[src/rtl/uart_pkg.sv]
// uart_pkg: shared UART encodings, defaults and character-size helper
package uart_pkg;
    localparam int DEFAULT_DIV_WIDTH = 16;
    localparam logic [1:0] CS_5 = 2'b00;
    localparam logic [1:0] CS_6 = 2'b01;
    localparam logic [1:0] CS_7 = 2'b10;
    localparam logic [1:0] CS_8 = 2'b11;
    typedef enum logic [2:0] {
        IDLE   = 3'd0,
        START  = 3'd1,
        DATA   = 3'd2,
        PARITY = 3'd3,
        STOP   = 3'd4
    } tx_state_t;
    function automatic logic [7:0] char_mask(input logic [1:0] cs);
        return cs == CS_5 ? 8'h1F : cs == CS_6 ? 8'h3F : cs == CS_7 ? 8'h7F : 8'hFF;
    endfunction
endpackage

[src/rtl/uart_transmitter_if.sv]
// uart_transmitter_if: line configuration and transmit handshake between register file and transmitter
interface uart_transmitter_if #(parameter int DIV_WIDTH = uart_pkg::DEFAULT_DIV_WIDTH);
    logic [DIV_WIDTH-1:0] baudDivisor;
    logic [1:0]           charSize;
    logic                 parityEnable;
    logic                 parityOdd;
    logic                 twoStopBits;
    logic [7:0]           txData;
    logic                 txValid;
    logic                 txReady;
    logic                 txd;
    logic                 busy;
    logic                 txDone;
    modport master (
        output baudDivisor, charSize, parityEnable, parityOdd, twoStopBits, txData, txValid,
        input  txReady, txd, busy, txDone
    );
    modport slave (
        input  baudDivisor, charSize, parityEnable, parityOdd, twoStopBits, txData, txValid,
        output txReady, txd, busy, txDone
    );
endinterface

[src/rtl/baud_tick_gen.sv]
// baud_tick_gen: end-of-bit tick every max(divisor,1) enabled cycles, restartable
module baud_tick_gen #(parameter int DIV_WIDTH = uart_pkg::DEFAULT_DIV_WIDTH) (
    input  logic                 clk,
    input  logic                 rst_n,
    input  logic [DIV_WIDTH-1:0] divisor,
    input  logic                 restart,
    input  logic                 enable,
    output logic                 tick
);
    logic [DIV_WIDTH-1:0] r_cnt;
    logic [DIV_WIDTH-1:0] w_last;
    // a divisor of 0 behaves as 1, so the last count is 0 in both cases
    assign w_last = divisor == '0 ? '0 : divisor - 1'b1;
    assign tick = enable && !restart && r_cnt == w_last;
    always_ff @(posedge clk or negedge rst_n)
        if (!rst_n) r_cnt <= '0;
        else r_cnt <= (restart || !enable || tick) ? '0 : r_cnt + 1'b1;
endmodule

[src/rtl/uart_transmitter.sv]
// uart_transmitter: serialises accepted characters into start/data/parity/stop frames on txd
module uart_transmitter
    import uart_pkg::*;
#(
    parameter int DIV_WIDTH = DEFAULT_DIV_WIDTH
) (
    input logic              clock_50MHz,
    input logic              reset_n,
    uart_transmitter_if.slave bus
);
    tx_state_t            r_state;
    logic [7:0]           r_shift;
    logic [2:0]           r_last;
    logic [2:0]           r_bit;
    logic                 r_par_en;
    logic                 r_par;
    logic                 r_two;
    logic [DIV_WIDTH-1:0] r_div;
    logic                 r_txd;
    logic                 r_ready;
    logic                 r_busy;
    logic                 r_done;
    logic                 w_tick;
    logic                 w_accept;
    logic [7:0]           w_data;
    assign w_accept = r_state == IDLE && bus.txValid;
    assign w_data   = bus.txData & char_mask(bus.charSize);
    assign bus.txd     = r_txd;
    assign bus.txReady = r_ready;
    assign bus.busy    = r_busy;
    assign bus.txDone  = r_done;
    baud_tick_gen #(.DIV_WIDTH(DIV_WIDTH)) u_baud (
        .clk     (clock_50MHz),
        .rst_n   (reset_n),
        .divisor (r_div),
        .restart (w_accept),
        .enable  (r_busy),
        .tick    (w_tick)
    );
    always_ff @(posedge clock_50MHz or negedge reset_n)
        if (!reset_n) begin
            r_state  <= IDLE;
            r_shift  <= '0;
            r_last   <= '0;
            r_bit    <= '0;
            r_par_en <= 1'b0;
            r_par    <= 1'b0;
            r_two    <= 1'b0;
            r_div    <= '0;
            r_txd    <= 1'b1;
            r_ready  <= 1'b1;
            r_busy   <= 1'b0;
            r_done   <= 1'b0;
        end else begin
            r_done <= 1'b0;
            case (r_state)
                IDLE: if (w_accept) begin
                    r_state  <= START;
                    r_txd    <= 1'b0;
                    r_ready  <= 1'b0;
                    r_busy   <= 1'b1;
                    r_shift  <= w_data;
                    r_last   <= {1'b1, bus.charSize};
                    r_bit    <= '0;
                    r_par_en <= bus.parityEnable;
                    r_par    <= ^w_data ^ bus.parityOdd;
                    r_two    <= bus.twoStopBits;
                    r_div    <= bus.baudDivisor;
                end
                START: if (w_tick) begin
                    r_state <= DATA;
                    r_txd   <= r_shift[0];
                end
                DATA: if (w_tick) begin
                    if (r_bit == r_last) begin
                        r_state <= r_par_en ? PARITY : STOP;
                        r_txd   <= r_par_en ? r_par : 1'b1;
                        r_bit   <= '0;
                    end else begin
                        r_shift <= r_shift >> 1;
                        r_txd   <= r_shift[1];
                        r_bit   <= r_bit + 1'b1;
                    end
                end
                PARITY: if (w_tick) begin
                    r_state <= STOP;
                    r_txd   <= 1'b1;
                end
                STOP: if (w_tick) begin
                    // the bit counter marks that the first of two stop bits is done
                    if (r_two && r_bit == 3'd0) r_bit <= 3'd1;
                    else begin
                        r_state <= IDLE;
                        r_ready <= 1'b1;
                        r_busy  <= 1'b0;
                        r_done  <= 1'b1;
                    end
                end
                default: r_state <= IDLE;
            endcase
        end
endmodule

[src/flat_wrapper.sv]
// flat-port wrapper written by rule: the top's interface ports become plain ports
module uart_transmitter_flat import uart_pkg::*;
#(
    parameter int DIV_WIDTH = DEFAULT_DIV_WIDTH
)
  (clock_50MHz, reset_n, bus_baudDivisor, bus_charSize, bus_parityEnable, bus_parityOdd, bus_twoStopBits, bus_txData, bus_txValid, bus_txReady, bus_txd, bus_busy, bus_txDone);
  uart_transmitter_if #(.DIV_WIDTH(DIV_WIDTH)) bus_i ();
  input logic clock_50MHz;
  input logic reset_n;
  input wire logic [$bits(bus_i.baudDivisor)-1:0] bus_baudDivisor;
  input wire logic [$bits(bus_i.charSize)-1:0] bus_charSize;
  input wire logic [$bits(bus_i.parityEnable)-1:0] bus_parityEnable;
  input wire logic [$bits(bus_i.parityOdd)-1:0] bus_parityOdd;
  input wire logic [$bits(bus_i.twoStopBits)-1:0] bus_twoStopBits;
  input wire logic [$bits(bus_i.txData)-1:0] bus_txData;
  input wire logic [$bits(bus_i.txValid)-1:0] bus_txValid;
  output wire logic [$bits(bus_i.txReady)-1:0] bus_txReady;
  output wire logic [$bits(bus_i.txd)-1:0] bus_txd;
  output wire logic [$bits(bus_i.busy)-1:0] bus_busy;
  output wire logic [$bits(bus_i.txDone)-1:0] bus_txDone;
  assign bus_i.baudDivisor = bus_baudDivisor;
  assign bus_i.charSize = bus_charSize;
  assign bus_i.parityEnable = bus_parityEnable;
  assign bus_i.parityOdd = bus_parityOdd;
  assign bus_i.twoStopBits = bus_twoStopBits;
  assign bus_i.txData = bus_txData;
  assign bus_i.txValid = bus_txValid;
  assign bus_txReady = bus_i.txReady;
  assign bus_txd = bus_i.txd;
  assign bus_busy = bus_i.busy;
  assign bus_txDone = bus_i.txDone;
  uart_transmitter #(.DIV_WIDTH(DIV_WIDTH)) u_core (.clock_50MHz(clock_50MHz), .reset_n(reset_n), .bus(bus_i));
endmodule
[config.mk]
export PLATFORM = sky130hd
export DESIGN_NAME = uart_transmitter_flat
export DESIGN_NICKNAME = d
export VERILOG_FILES = /design/src/rtl/uart_pkg.sv /design/src/rtl/uart_transmitter_if.sv /design/src/rtl/baud_tick_gen.sv /design/src/rtl/uart_transmitter.sv /design/src/flat_wrapper.sv
export SDC_FILE = /design/constraint.sdc
export NUM_CORES = 1
export LEC_CHECK = 0
export CORE_ASPECT_RATIO = 1.5
export CORE_UTILIZATION = 50
export DETAILED_ROUTE_END_ITERATION = 8
export GPL_TIMING_DRIVEN = 0
export PLACE_DENSITY = 0.69
export SKIP_CTS_REPAIR_TIMING = 1
export SLEW_MARGIN = 20
export SYNTH_ARGS = -nofsm -noshare
export SYNTH_HDL_FRONTEND = slang
export SYNTH_HIERARCHICAL = 1
export SYNTH_SLANG_ARGS = --single-unit
[constraint.sdc]
create_clock -name clock_50MHz -period 12 [get_ports clock_50MHz]
set_input_delay 2.4 -clock clock_50MHz [delete_from_list [all_inputs] [get_ports clock_50MHz]]
set_output_delay 2.4 -clock clock_50MHz [all_outputs]
set_load 0.01 [all_outputs]
# After elaboration in Yosys (flattened, before gate mapping)
# Index checks and enable logic that the tools add are counted.
# Widths: inputs -> output; s select.
word_totals:
  in_bits: 32
  regBits: 56
  output_inout_bits: 4
classes:
  addsub: 3
  muxes: 41
  reduce_logical: 23
  n_bitwise: 2
  eq_ne: 17
ops:
  columns: ["op", "n"]
  rows:
  - ["$mux 8", 6]
  - ["$mux 3", 13]
  - ["$mux 16", 2]
  - ["$add 16x1->16 const B", 1]
  - ["$eq 16x16->1", 1]
  - ["$logic_not 16->1", 1]
  - ["$pmux 8 s2", 1]
  - ["$sub 16x1->16 const B", 1]
  - ["$pmux 3 s5", 1]
  - ["$mux 1", 14]
  - ["$ne 2x2->1 const B", 7]
  - ["$reduce_and 5->1", 2]
  - ["$pmux 3 s3", 1]
  - ["$and 8x8->8", 1]
  - ["$reduce_and 4->1", 2]
  - ["$reduce_xor 8->1", 1]
  - ["$reduce_and 7->1", 1]
  - ["$eq 3x2->1 const B", 2]
  - ["$logic_not 3->1", 2]
  - ["$logic_and 1x1->1", 4]
  - ["$ne 2x1->1 const B", 2]
  - ["$pmux 1 s2", 2]
  - ["$pmux 1 s4", 1]
  - ["$reduce_bool 2->1", 2]
  - ["13 further kinds", 15]

# Logic depth before layout (Yosys ltp)
# Gate-level depths: netlist of run 1.
depth:
  depth_word: 7
  depth_mapped: 14
  ltp_nobuf: 13

# Hierarchy
# The synthesis of run 1 kept the hierarchy.
by_module_without_submodules:
  columns: ["module", "seq_area_each_um2", "instances", "area_each_um2", "cells_per_inst"]
  rows:
  - ["uart_transmitter", 1003.5, 1, 2018.2, 163]
  - ["baud_tick_gen", 400.4, 1, 1579.0, 183]

# Worst setup path after synthesis of run 1
# Ideal clock, no wire load.
synth_timing:
  kind: "in2reg"
  startpoint: "in bus_txValid"
  endpoint: "reg u_core.r_shift[0]"
  slack_ns: 7.582
  n_path_buf: 1
  cell_stages: 9
  arrival_time_ns: 4.293
  setup_ns: 0.125
  path_cell_list: "nand2b_1 > nor3_4 > buf_2 > nor2b_1 > and3_2 > mux2i_1 > or3_4 > a21oi_4 > mux2_2"
synth_via:
  elab_chain_len: 6
  elab_cells_between_ends: 7
synth_rtl:
  columns: ["item", "line_no", "rtl"]
  rows:
  - ["start, declared", "flat_wrapper.sv:16", "input wire logic [$bits(bus_i.txValid)-1:0] bus_txValid;"]
  - ["$logic_and 1x1->1", "uart_transmitter.sv:26", "assign w_accept = r_state == IDLE && bus.txValid;"]
  - ["net u_core.w_accept", "uart_transmitter.sv:24", "logic w_accept;"]
  - ["$logic_not 1->1", "baud_tick_gen.sv:14", "assign tick = enable && !restart && r_cnt == w_last;"]
  - ["$logic_and 1x1->1 (2 in series)", "baud_tick_gen.sv:14", null]
  - ["net u_core.w_tick", "uart_transmitter.sv:23", "logic w_tick;"]
  - ["$ne 2x2->1 (no line)", null, null]
  - ["$reduce_and 4->1 (no line)", null, null]
  - ["end signal, assigned", "uart_transmitter.sv:62", "r_shift <= w_data;"]
  - ["end signal, assigned", "uart_transmitter.sv:80", "r_shift <= r_shift >> 1;"]
  - ["end, declared", "uart_transmitter.sv:12", "logic [7:0] r_shift;"]
# The timed path passes the listed nets, and every way through them passes these cells.
# A chain may end at the register's enable or synchronous reset.

# Final worst setup path of run 1
# Same ends and word-level chain as after synthesis.

==> impl_metrics.json, run 1 <==
{
  "status": "finished clean",
  "syn-num-nets": 382,
  "slew_violations": 0,
  "post-route-period-util_pct": 41.57,
  "syn_to_final_growth_pct": 15.37,
  "die_w_um": 71.26,
  "fmax_ghz": 0.2005,
  "place_ws_ns": 6.670,
  "wl_um": 7590,
  "worstPathRequired_ns": 12.20,
  "cts_tree": "done",
  "synth_compound_area_share_pct": 12.90,
  "synth_simple_gate_area_share_pct": 19.48,
  "p_switching_uw": 317.8,
  "endpoint": "u_core/r_shift[0]",
  "gr-total-overflow": 0,
  "vias": 2756,
  "clock_path_buffers": 2,
  "p_total_uw": 815.9,
  "n_antenna_cell": 0,
  "intPower_uw": 498.1,
  "wl_per_cell_um": 16.25,
  "synth.avg_cell_area_sq_um": 10.40,
  "ant_nets": 0,
  "worstPathMaxFanout": 11,
  "fin_nets": 424,
  "powerDensity_nw_per_um2": 196.6,
  "antenna_found_initial": 0,
  "setup_tns_ns": 0,
  "finalWeightedCongestion": 0.9219,
  "pwr-share-clk_pct": 15.2,
  "arrival_ns": 5.19,
  "cts_root_buffer": "clkbuf_8",
  "cp-start-kind": "input port",
  "grt_pass1_vias": 2818,
  "clock_latency_ns": 0.32,
  "drt_first_iter_violations": 146,
  "drive_gt1_share_pct": 19.54,
  "synth_edf_count": 0,
  "rsz0062_at_grt": "no",
  "h-tree-depth": 2,
  "synth_top_family_by_area": "simple AND/OR/NAND/NOR gates",
  "synth_top_flop_cell": "dfrtp_1",
  "final_cell_mix": "dfrtp_1, clkdlybuf4s50_1, mux2_2",
  "n_fill_cell": 608,
  "clock-sinks": 56,
  "ys_warn_count": 6,
  "crit_start": "bus_txValid",
  "die_y_um": 105.9,
  "ys_seq_area_share_pct": 39.03,
  "synth_cells": 346,
  "synth_fa_ha_area_share_pct": 1.391,
  "maxSlewHeadroom_pct": 53.31,
  "io_buffers": 35,
  "io_pins": 36,
  "syn_area_sq_um": 3597,
  "rows": 37,
  "end_kind": "flip-flop",
  "finClkSkew_ns": 0.01181,
  "reg2reg_slack_ns": 7.34,
  "ys_seq_elements": 56,
  "track_usage_pct": 21.88,
  "hp-class": "flip-flop to flip-flop",
  "vias_per_cell": 5.901,
  "reg2regPathDepth": 14,
  "seqPwrFrac_pct": 41.2,
  "grt_max_degree": 57,
  "r2r_start": "u_core/r_div[0]",
  "dr.pass1.iters": 4,
  "cts.clk_slew.worst_paths_ns": 0.09,
  "core_area_sq_um": 6898,
  "comb_power_share_pct": 43.6,
  "finalSetupViolations": 0,
  "ys_async_sr_fraction_pct": 100.0,
  "fp.dieArea_sq_um": 7545,
  "leakage_nw": 1.619,
  "min_from": "u_core/r_div[8]",
  "drc": 0,
  "ys_types": 69,
  "hold_violations": 0,
  "dp_hpwl_um": 5609,
  "timing.rr.end": "u_core/r_shift[0]",
  "crit_type": "input port to flip-flop",
  "cts_buffers": 5,
  "p_sw_share_pct": 38.95,
  "maxCapViolations": 0,
  "ir_drop_mv": 0.1077,
  "grt_first_pass_wirelength_um": 12950,
  "initial_utilization_pct": 52.15,
  "layout_commonest_cell": "dfrtp_1",
  "tightest_slew_ns": 0.7004,
  "synthMuxAreaShare_pct": 12.00,
  "post-route-min-period_ns": 4.989,
  "setup_slack_ns": 7.011,
  "synth_xor_area_share_pct": 11.10
}
[logic make-up after synthesis]
logic type,Yosys count
adders and majority gates,4
buffers and inverters,29
and+or+nand+nor,113
DFF,56
xor gates and xnor gates,44
muxes,39
AOI/OAI and AO/OA,61
[cell usage after synthesis, types with 5 or more instances]
library cell / number / area share (%)
nor3_1: 8 / 1.1
nand2_1: 16 / 1.7
inv_1: 14 / 1.5
mux2_2: 32 / 10
a21oi_1: 10 / 1.4
o21ai_0: 9 / 1.3
clkbuf_1: 5 / 0.52
nor2b_1: 5 / 0.87
nand3_1: 14 / 1.9
dfrtp_1: 54 / 38
mux2i_1: 6 / 1.7
a211oi_1: 13 / 2.7
xnor2_1: 26 / 6.3
xor2_1: 17 / 4.1
nor2_1: 21 / 2.2
nand2b_1: 5 / 0.87
[worst max-delay path: stages]
cell             delay [ns]
clkdlybuf4s50_1        0.48
nand2b_1               0.21
nor3_4                 0.11
buf_2                  0.22
nor2b_1                0.28
and3_2                 0.34
mux2i_1                0.12
or3_4                  0.38
a21oi_4                0.27
mux2_2                 0.37
[how the worst min path moves through the flow]
stage	end	slack [ns]	cells past startpoint
after CTS	u_core/r_div[8]	0.50	1
after floorplan	u_core/r_div[8]	0.46	1
after global routing	u_core/r_div[8]	0.52	1
final	u_core/r_div[8]	0.50	1
after detailed placement	u_core/r_div[8]	0.48	1
after global placement	u_core/r_div[8]	0.48	1
[power by group through the flow]
stage,Combinational (mW),Sequential [mW],Clock (mW)
finish,0.356,0.336,0.124
global route,0.393,0.348,0.133
CTS,0.358,0.337,0.128
detailed placement,0.356,0.341,0
global placement,0.348,0.337,0
floorplan,0.287,0.315,0
[registers in the layout, summed over array words and instances, names as in the netlist]
| signal | count |
|---|---|
| u_core/r_div | 16 |
| u_core/r_bit | 3 |
| u_core/r_par_en | 1 |
| u_core/r_par | 1 |
| u_core/r_last | 3 |
| u_core/bus.txReady | 1 |
| u_core/bus.txd | 1 |
| u_core/bus.txDone | 1 |
| u_core/u_baud/r_cnt | 16 |
| u_core/bus.busy | 1 |
| u_core/r_shift | 8 |
| u_core/r_state | 3 |
| u_core/r_two | 1 |
[per-stage QoR]
| step | std cells | instance area, sq um | hold slack, ns | util (%) |
|---|---|---|---|---|
| 6_report | 467 | 4150 | 0.4967 | 60.17 |
| 2_1_floorplan | 346 | 3597 | 0.4562 | - |
| 4_1_cts | 467 | 4150 | 0.4996 | 60.17 |
| 3_5_place_dp | 459 | 4043 | 0.4775 | 58.61 |
| 5_1_grt | 467 | 4150 | 0.5246 | 60.17 |
| 3_3_place_gp | 459 | 4045 | 0.4769 | 58.64 |
[final cells by class]
| class | count | area, sq um | share of cell area, % |
|---|---|---|---|
| plain buffers | 15 | 95.09 | 2.291 |
| clock buffers | 6 | 72.57 | 1.749 |
| clock inverters | 2 | 35.03 | 0.8441 |
| inverters | 14 | 52.55 | 1.266 |
| multi-input cells | 261 | 2046 | 49.29 |
| flip-flops and latches | 56 | 1404 | 33.83 |
| well taps | 78 | 97.59 | 2.352 |
| repair buffers | 35 | 347.8 | 8.381 |
[per-layer routing]
metal	vias to the layer above	routed length [um]	GRT usage [%]
li1	1339	-	-
met3	13	164	2.868
met2	49	4170	41.09
met1	1355	3092	24.11
met5	-	0	0
met4	0	163	9.000
Power figures use the tool's default switching activity.
==> run 2, diff against run 1 <==
- clock period: 12 -> 4.6 ns (I/O delays scaled with it)
==> impl_metrics.json, run 2 (synthesized netlist as in run 1, its figures left out) <==
{
  "status": "finished clean",
  "core_area_sq_um": 6898,
  "arrival_ns": 4.54,
  "finalWeightedCongestion": 0.9219,
  "worstPathRequired_ns": 4.80,
  "cp_slowest_cell": "or4_1",
  "drive_gt1_share_pct": 19.95,
  "die_w_um": 71.26,
  "crit_type": "flip-flop to flip-flop",
  "grt_first_pass_wirelength_um": 12950,
  "cts_buffers": 5,
  "p_total_mw": 2.128,
  "clock_latency_ns": 0.32,
  "clock_path_buffers": 2,
  "finalSetupViolations": 0,
  "drc": 0,
  "maxSlewHeadroom_pct": 53.01,
  "crit_top_cell": "nand3_1",
  "maxCapViolations": 0,
  "dp_hpwl_um": 5609,
  "r2r_start": "u_core/r_div[0]",
  "min_from": "u_core/r_div[8]",
  "rows": 37,
  "fmax_ghz": 0.2305,
  "timing.rr.end": "u_core/r_shift[0]",
  "fin_nets": 426,
  "die_y_um": 105.9,
  "tightest_slew_ns": 0.7048,
  "n_antenna_cell": 0,
  "hold_depth": 1,
  "end_kind": "flip-flop",
  "grt_max_degree": 57,
  "cp-start-kind": "flip-flop",
  "hold_violations": 0,
  "slew_violations": 0,
  "slowest_delay_ns": 0.49,
  "post-route-period-util_pct": 94.32,
  "io_buffers": 35,
  "wl_um": 7610,
  "syn_to_final_growth_pct": 15.79,
  "drt_first_iter_violations": 128,
  "dp.cells": 459,
  "powerDensity_nw_per_um2": 510.9,
  "gr-total-overflow": 0,
  "layout_commonest_cell": "dfrtp_1",
  "ant_nets": 0,
  "antenna_found_initial": 0,
  "cts_tree": "done",
  "worstPathMaxFanout": 9,
  "setup_tns_ns": 0,
  "cts.clk_slew.worst_paths_ns": 0.09,
  "cts_root_buffer": "clkbuf_8",
  "dr.pass1.iters": 4,
  "path_cells": "inv_1 > ha_1 > or3b_1 > clkbuf_1 > or4_1 > nand3_1 > nand3_1 > a2111o_1 > nor4_4 > and3_2 > mux2i_1 > or3_4 > a21oi_4 > mux2_2",
  "grt_pass1_vias": 2818,
  "hold_path_end": "u_core/r_div[8]",
  "final_cell_mix": "dfrtp_1, clkdlybuf4s50_1, mux2_2",
  "h-tree-depth": 2,
  "reg2reg_slack_ns": 0.26,
  "initial_utilization_pct": 52.15,
  "io_pins": 36,
  "instances_no_fill": 469,
  "reg2regPathDepth": 14,
  "hp-class": "flip-flop to flip-flop",
  "fp.dieArea_sq_um": 7545,
  "reg.largest.list": "u_core/r_div x16, u_core/u_baud/r_cnt x16, u_core/r_shift x8",
  "track_usage_pct": 21.88,
  "finClkSkew_ns": 0.01186,
  "vias_per_cell": 5.930,
  "fin_util_pct": 60.38,
  "vias": 2781,
  "wl_per_cell_um": 16.23,
  "leakage_nw": 1.630,
  "clock-sinks": 56,
  "post-route-min-period_ns": 4.339,
  "ir_drop_mv": 0.2809,
  "rsz0062_at_grt": "no"
}
==> run 2: changes by cell type in the layout (fill, tap and decap cells not counted), sizes merged <==
cell	change
buf	+2
==> run 2: final cells by class <==
type / instances / area (sq um)
Timing Repair Buffer: 37 / 362.8
Fill cell: 609 / 2733
Clock inverter: 2 / 35.03
Inverter: 14 / 52.55
Buffer: 15 / 95.09
Sequential cell: 56 / 1404
Multi-Input combinational cell: 261 / 2046
Clock buffer: 6 / 72.57
Tap cell: 78 / 97.59
==> run 2: worst max-delay path by stage <==
stage               startpoint           endpoint  slack (ns)  cells past startpoint
2_1_floorplan  u_core/r_div[0]  u_core/r_shift[0]        0.65                     14
3_3_place_gp   u_core/r_div[0]  u_core/r_shift[5]        0.03                     14
3_5_place_dp   u_core/r_div[0]  u_core/r_shift[5]       -0.03                     14
4_1_cts        u_core/r_div[0]  u_core/r_shift[5]       -0.05                     14
5_1_grt        u_core/r_div[0]  u_core/r_shift[5]        0.04                     14
6_report       u_core/r_div[0]  u_core/r_shift[0]        0.26                     14
==> run 2: power by group <==
group	switching (mW)	total, mW	internal [mW]	leakage (nW)
logic	0.453	0.928	0.475	0.883
registers	0.214	0.878	0.663	0.691
clock network	0.161	0.323	0.162	0.0552
total	0.828	2.13	1.30	1.63
==> run 2: layer usage <==
metal	share of wire, %	global-route usage (%)	vias to the layer above
met5	0	0	-
met3	2.1	2.868	13
met2	55	41.09	43
met4	2.1	9.000	0
met1	41	24.11	1381
li1	-	-	1344
==> run 2: critical path: cells and delay by family (launching register included) <==
family | cells | cell delay [ns]
compound gates | 2 | 0.60
simple gates | 7 | 2.14
flops | 1 | 0.42
fa+ha+maj | 1 | 0.20
buf+inv | 2 | 0.37
mux | 2 | 0.49
==> run 2: stage by stage <==
step	cell area, sq um	worst slack (ns)	hold slack, ns
5_1_grt	4165	0.04241	0.5246
3_5_place_dp	4043	-0.02878	0.4775
3_3_place_gp	4045	0.02501	0.4769
4_1_cts	4150	-0.04949	0.4996
6_report	4165	0.2614	0.4967
2_1_floorplan	3597	0.6474	0.4562
==> patch, RTL diff (settings of run 2) <==
The 5 states of `tx_state_t` get a one-hot encoding in 5 bits.
--- a/src/rtl/uart_pkg.sv
+++ b/src/rtl/uart_pkg.sv
@@ -6,10 +6,10 @@
     localparam logic [1:0] CS_7 = 2'b10;
     localparam logic [1:0] CS_8 = 2'b11;
-    typedef enum logic [2:0] {
-        IDLE   = 3'd0,
-        START  = 3'd1,
-        DATA   = 3'd2,
-        PARITY = 3'd3,
-        STOP   = 3'd4
+    typedef enum logic [4:0] {
+        IDLE   = 5'b00001,
+        START  = 5'b00010,
+        DATA   = 5'b00100,
+        PARITY = 5'b01000,
+        STOP   = 5'b10000
     } tx_state_t;
     function automatic logic [7:0] char_mask(input logic [1:0] cs);
Formal check against the unedited RTL: no difference found for any inputs over 10 cycles, from zero or initial values and one cycle with reset_n low; not proved beyond that.
==> patch against run 2 <==
  * Design area grew 6.0%
  * Sequential cell count increased by 2
  * Critical path type unchanged
  * Power increased by 18%
  * Area after synthesis increased by 2.9%
  * Wire length increased by 12%
  * Final cell count grew 13%
  * Highest routed layer unchanged
  * Largest power group unchanged
  * Clock skew down 7.1 ps
  * Worst setup slack better by 80 ps
  * Clock power increased by 22%
==> patch: results (changes against run 2) <==
The logs give 23.7% (was 21.9%) for the overall global routing resource usage and 409 (was 382) for the number of nets in the synthesized netlist. The total of warnings raised by yosys was 6 (unchanged). Top post-synthesis cells by count: 55 x sky130_fd_sc_hd__dfrtp_1, 29 x sky130_fd_sc_hd__nor2_1, 28 x sky130_fd_sc_hd__nand2_1, 28 x sky130_fd_sc_hd__xnor2_1, 21 x sky130_fd_sc_hd__xor2_1 (was 54 x sky130_fd_sc_hd__dfrtp_1, 32 x sky130_fd_sc_hd__mux2_2, 26 x sky130_fd_sc_hd__xnor2_1). The run gives 6120 um (was 5610 um) as the placed wire-length estimate. The worst IR drop on VDD was 0.347 mV (was 0.281 mV). The global-route wire length before repair is 13,800 um (was 13,000 um), and the number of H-tree levels is 3 (was 2).

The insertion delay of the later-clocked pin in the worst-skew pair is 340 ps (was 320 ps), and the peak per-stage delay on the critical path is 480 ps. The number of detailed-route iterations in the first pass is 5 (was 4). Share of async-settable or async-resettable flops after synthesis: 100% (unchanged). The number of DRC violations after detailed-routing iteration 0 is 146 (was 128). The maximum clock path buffer count is 2 (unchanged). Area contributors post-synth: sky130_fd_sc_hd__dfrtp_1 37%, sky130_fd_sc_hd__xnor2_1 6.6%, sky130_fd_sc_hd__mux2_2 5.5%, sky130_fd_sc_hd__xor2_1 5.0%, sky130_fd_sc_hd__nor2_1 2.9% (was sky130_fd_sc_hd__dfrtp_1 38%, sky130_fd_sc_hd__mux2_2 10%, sky130_fd_sc_hd__xnor2_1 6.3%, sky130_fd_sc_hd__xor2_1 4.1%, sky130_fd_sc_hd__a211oi_1 2.7%).

The clock slew at the register clock pins of the worst setup and hold paths was 60 ps (was 90 ps). For the via count of the routed design, the log shows 2,952 (was 2,781). The share of cells above drive strength 1 came out at 19.6% (was 19.9%).

The run gives 0 (unchanged) as the number of diodes added for antenna fixing. The run gives 463 (was 426) as the number of nets in the final layout. For the number of fillers in the final layout, the log shows 627 (was 609). The tools report the pin count of the biggest net entering global routing as 59 (was 57). For the number of antenna violations at the first check in global routing, the log shows 0 (unchanged).

The run gives 2,902 (was 2,818) as the via count of the first global-routing pass. The tools report the root buffer selected by CTS as sky130_fd_sc_hd__clkbuf_8 (unchanged). Largest registers: u_core/r_div x16, u_core/u_baud/r_cnt x16, u_core/r_shift x8 (unchanged). The detail-routed net length per standard cell works out to 16.1 um (was 16.2 um).

Critical path's slowest cell: sky130_fd_sc_hd__or4_1 (unchanged). The number of port buffers came out at 35 (unchanged). The static leakage power was 1.76 nW (was 1.63 nW); the clock skew was 4.75 ps (was 11.9 ps). The count of cell types in the netlist came out at 68 (was 69).

The highest fanout seen on the critical path came out at 9 (unchanged). The sequential fraction of the synthesis area was 39.3% (was 39.0%). The transition time at the pin with the least slew margin was 498 ps (was 705 ps). The flow ran to the end, and the final reports show no timing, DRC or antenna violations.

Class of the tightest hold or removal check: register to register (unchanged). The weighted congestion reported at the end of routability-driven placement came out at 0.886 (was 0.922). Arrival time of data at the critical path endpoint: 4480 ps (was 4540 ps). For the number of clock buffers inserted by TritonCTS, the log shows 9 (was 5).
## patch: cell count changes after synthesis, moves of 4 or more
cell and delta:
sky130_fd_sc_hd__buf_6 +5, sky130_fd_sc_hd__xor2_1 +4, sky130_fd_sc_hd__nor2_1 +8, sky130_fd_sc_hd__mux2_2 -14, sky130_fd_sc_hd__nand3_1 +4, sky130_fd_sc_hd__nand2_1 +12
sky130_fd_sc_hd__a31oi_1 +6, sky130_fd_sc_hd__inv_1 -5
## patch: path summary, 6_finish.rpt
check | startpoint | to | slack (ps) | cells after the start
max | u_core/r_div[0] | u_core/r_state[2] | 340 | 14
min | u_core/r_shift[7] | u_core/r_shift[7] | 490 | 1
max reg2reg | u_core/r_div[0] | u_core/r_state[2] | 340 | 14
min reg2reg | u_core/r_shift[7] | u_core/r_shift[7] | 490 | 1
max in group asynchronous | reset_n | u_core/bus.txReady | 3730 | 2
min in group asynchronous | reset_n | u_core/r_div[9] | 560 | 2
## patch: layer usage
layer	routed length [um]	global-route usage (%)
met5	0	0
met4	206	10.5
met2	4620	41.6
met1	3450	27.2
met3	226	5.06
## patch: where the power goes
group          switching (mW)  internal [mW]
registers               0.200          0.690
clock network           0.178          0.216
logic                   0.628          0.605
## patch: through the flow
stage	instance area [um^2]	worst slack [ps]	hold WS, ps	instances
after floorplan	3700	774	458	373
after global placement	4180	36.8	478	508
after detailed placement	4200	-8.29	484	509
after CTS	4360	-27.5	497	522
after global routing	4410	84.2	537	529
final	4410	341	493	529
## patch: worst max-delay path, delay by kind of cell, from the launching register on
family                   cells  cell delay (ps)
adder cells (fa/ha/maj)      1              210
flip-flops                   1              410
buffers and inverters        3              570
AND/OR/NAND/NOR              6             1600
AO/OA/AOI/OAI                3             1030
multiplexers                 1              330
## patch: layout make-up
class                      count  share of cell area (%)
timing repair buffer          43                    9.69
sequential                    58                    33.0
inverter                       9                   0.765
clock buffer                  13                    3.60
tap                          100                    2.83
buffer                        19                    3.09
multi-input combinational    287                    47.1
## patch: kinds of logic (layout without fill, tap and decap cells)
logic type | Yosys count | count (layout) | share of synthesized area [%]
and+or+nand+nor | 140 | 140 | 22.2
AOI/OAI and AO/OA | 69 | 69 | 13.4
DFF | 58 | 58 | 39.3
xor gates and xnor gates | 49 | 49 | 11.6
buffers and inverters | 28 | 84 | 4.60
muxes | 25 | 25 | 7.60
adders and majority gates | 4 | 4 | 1.35
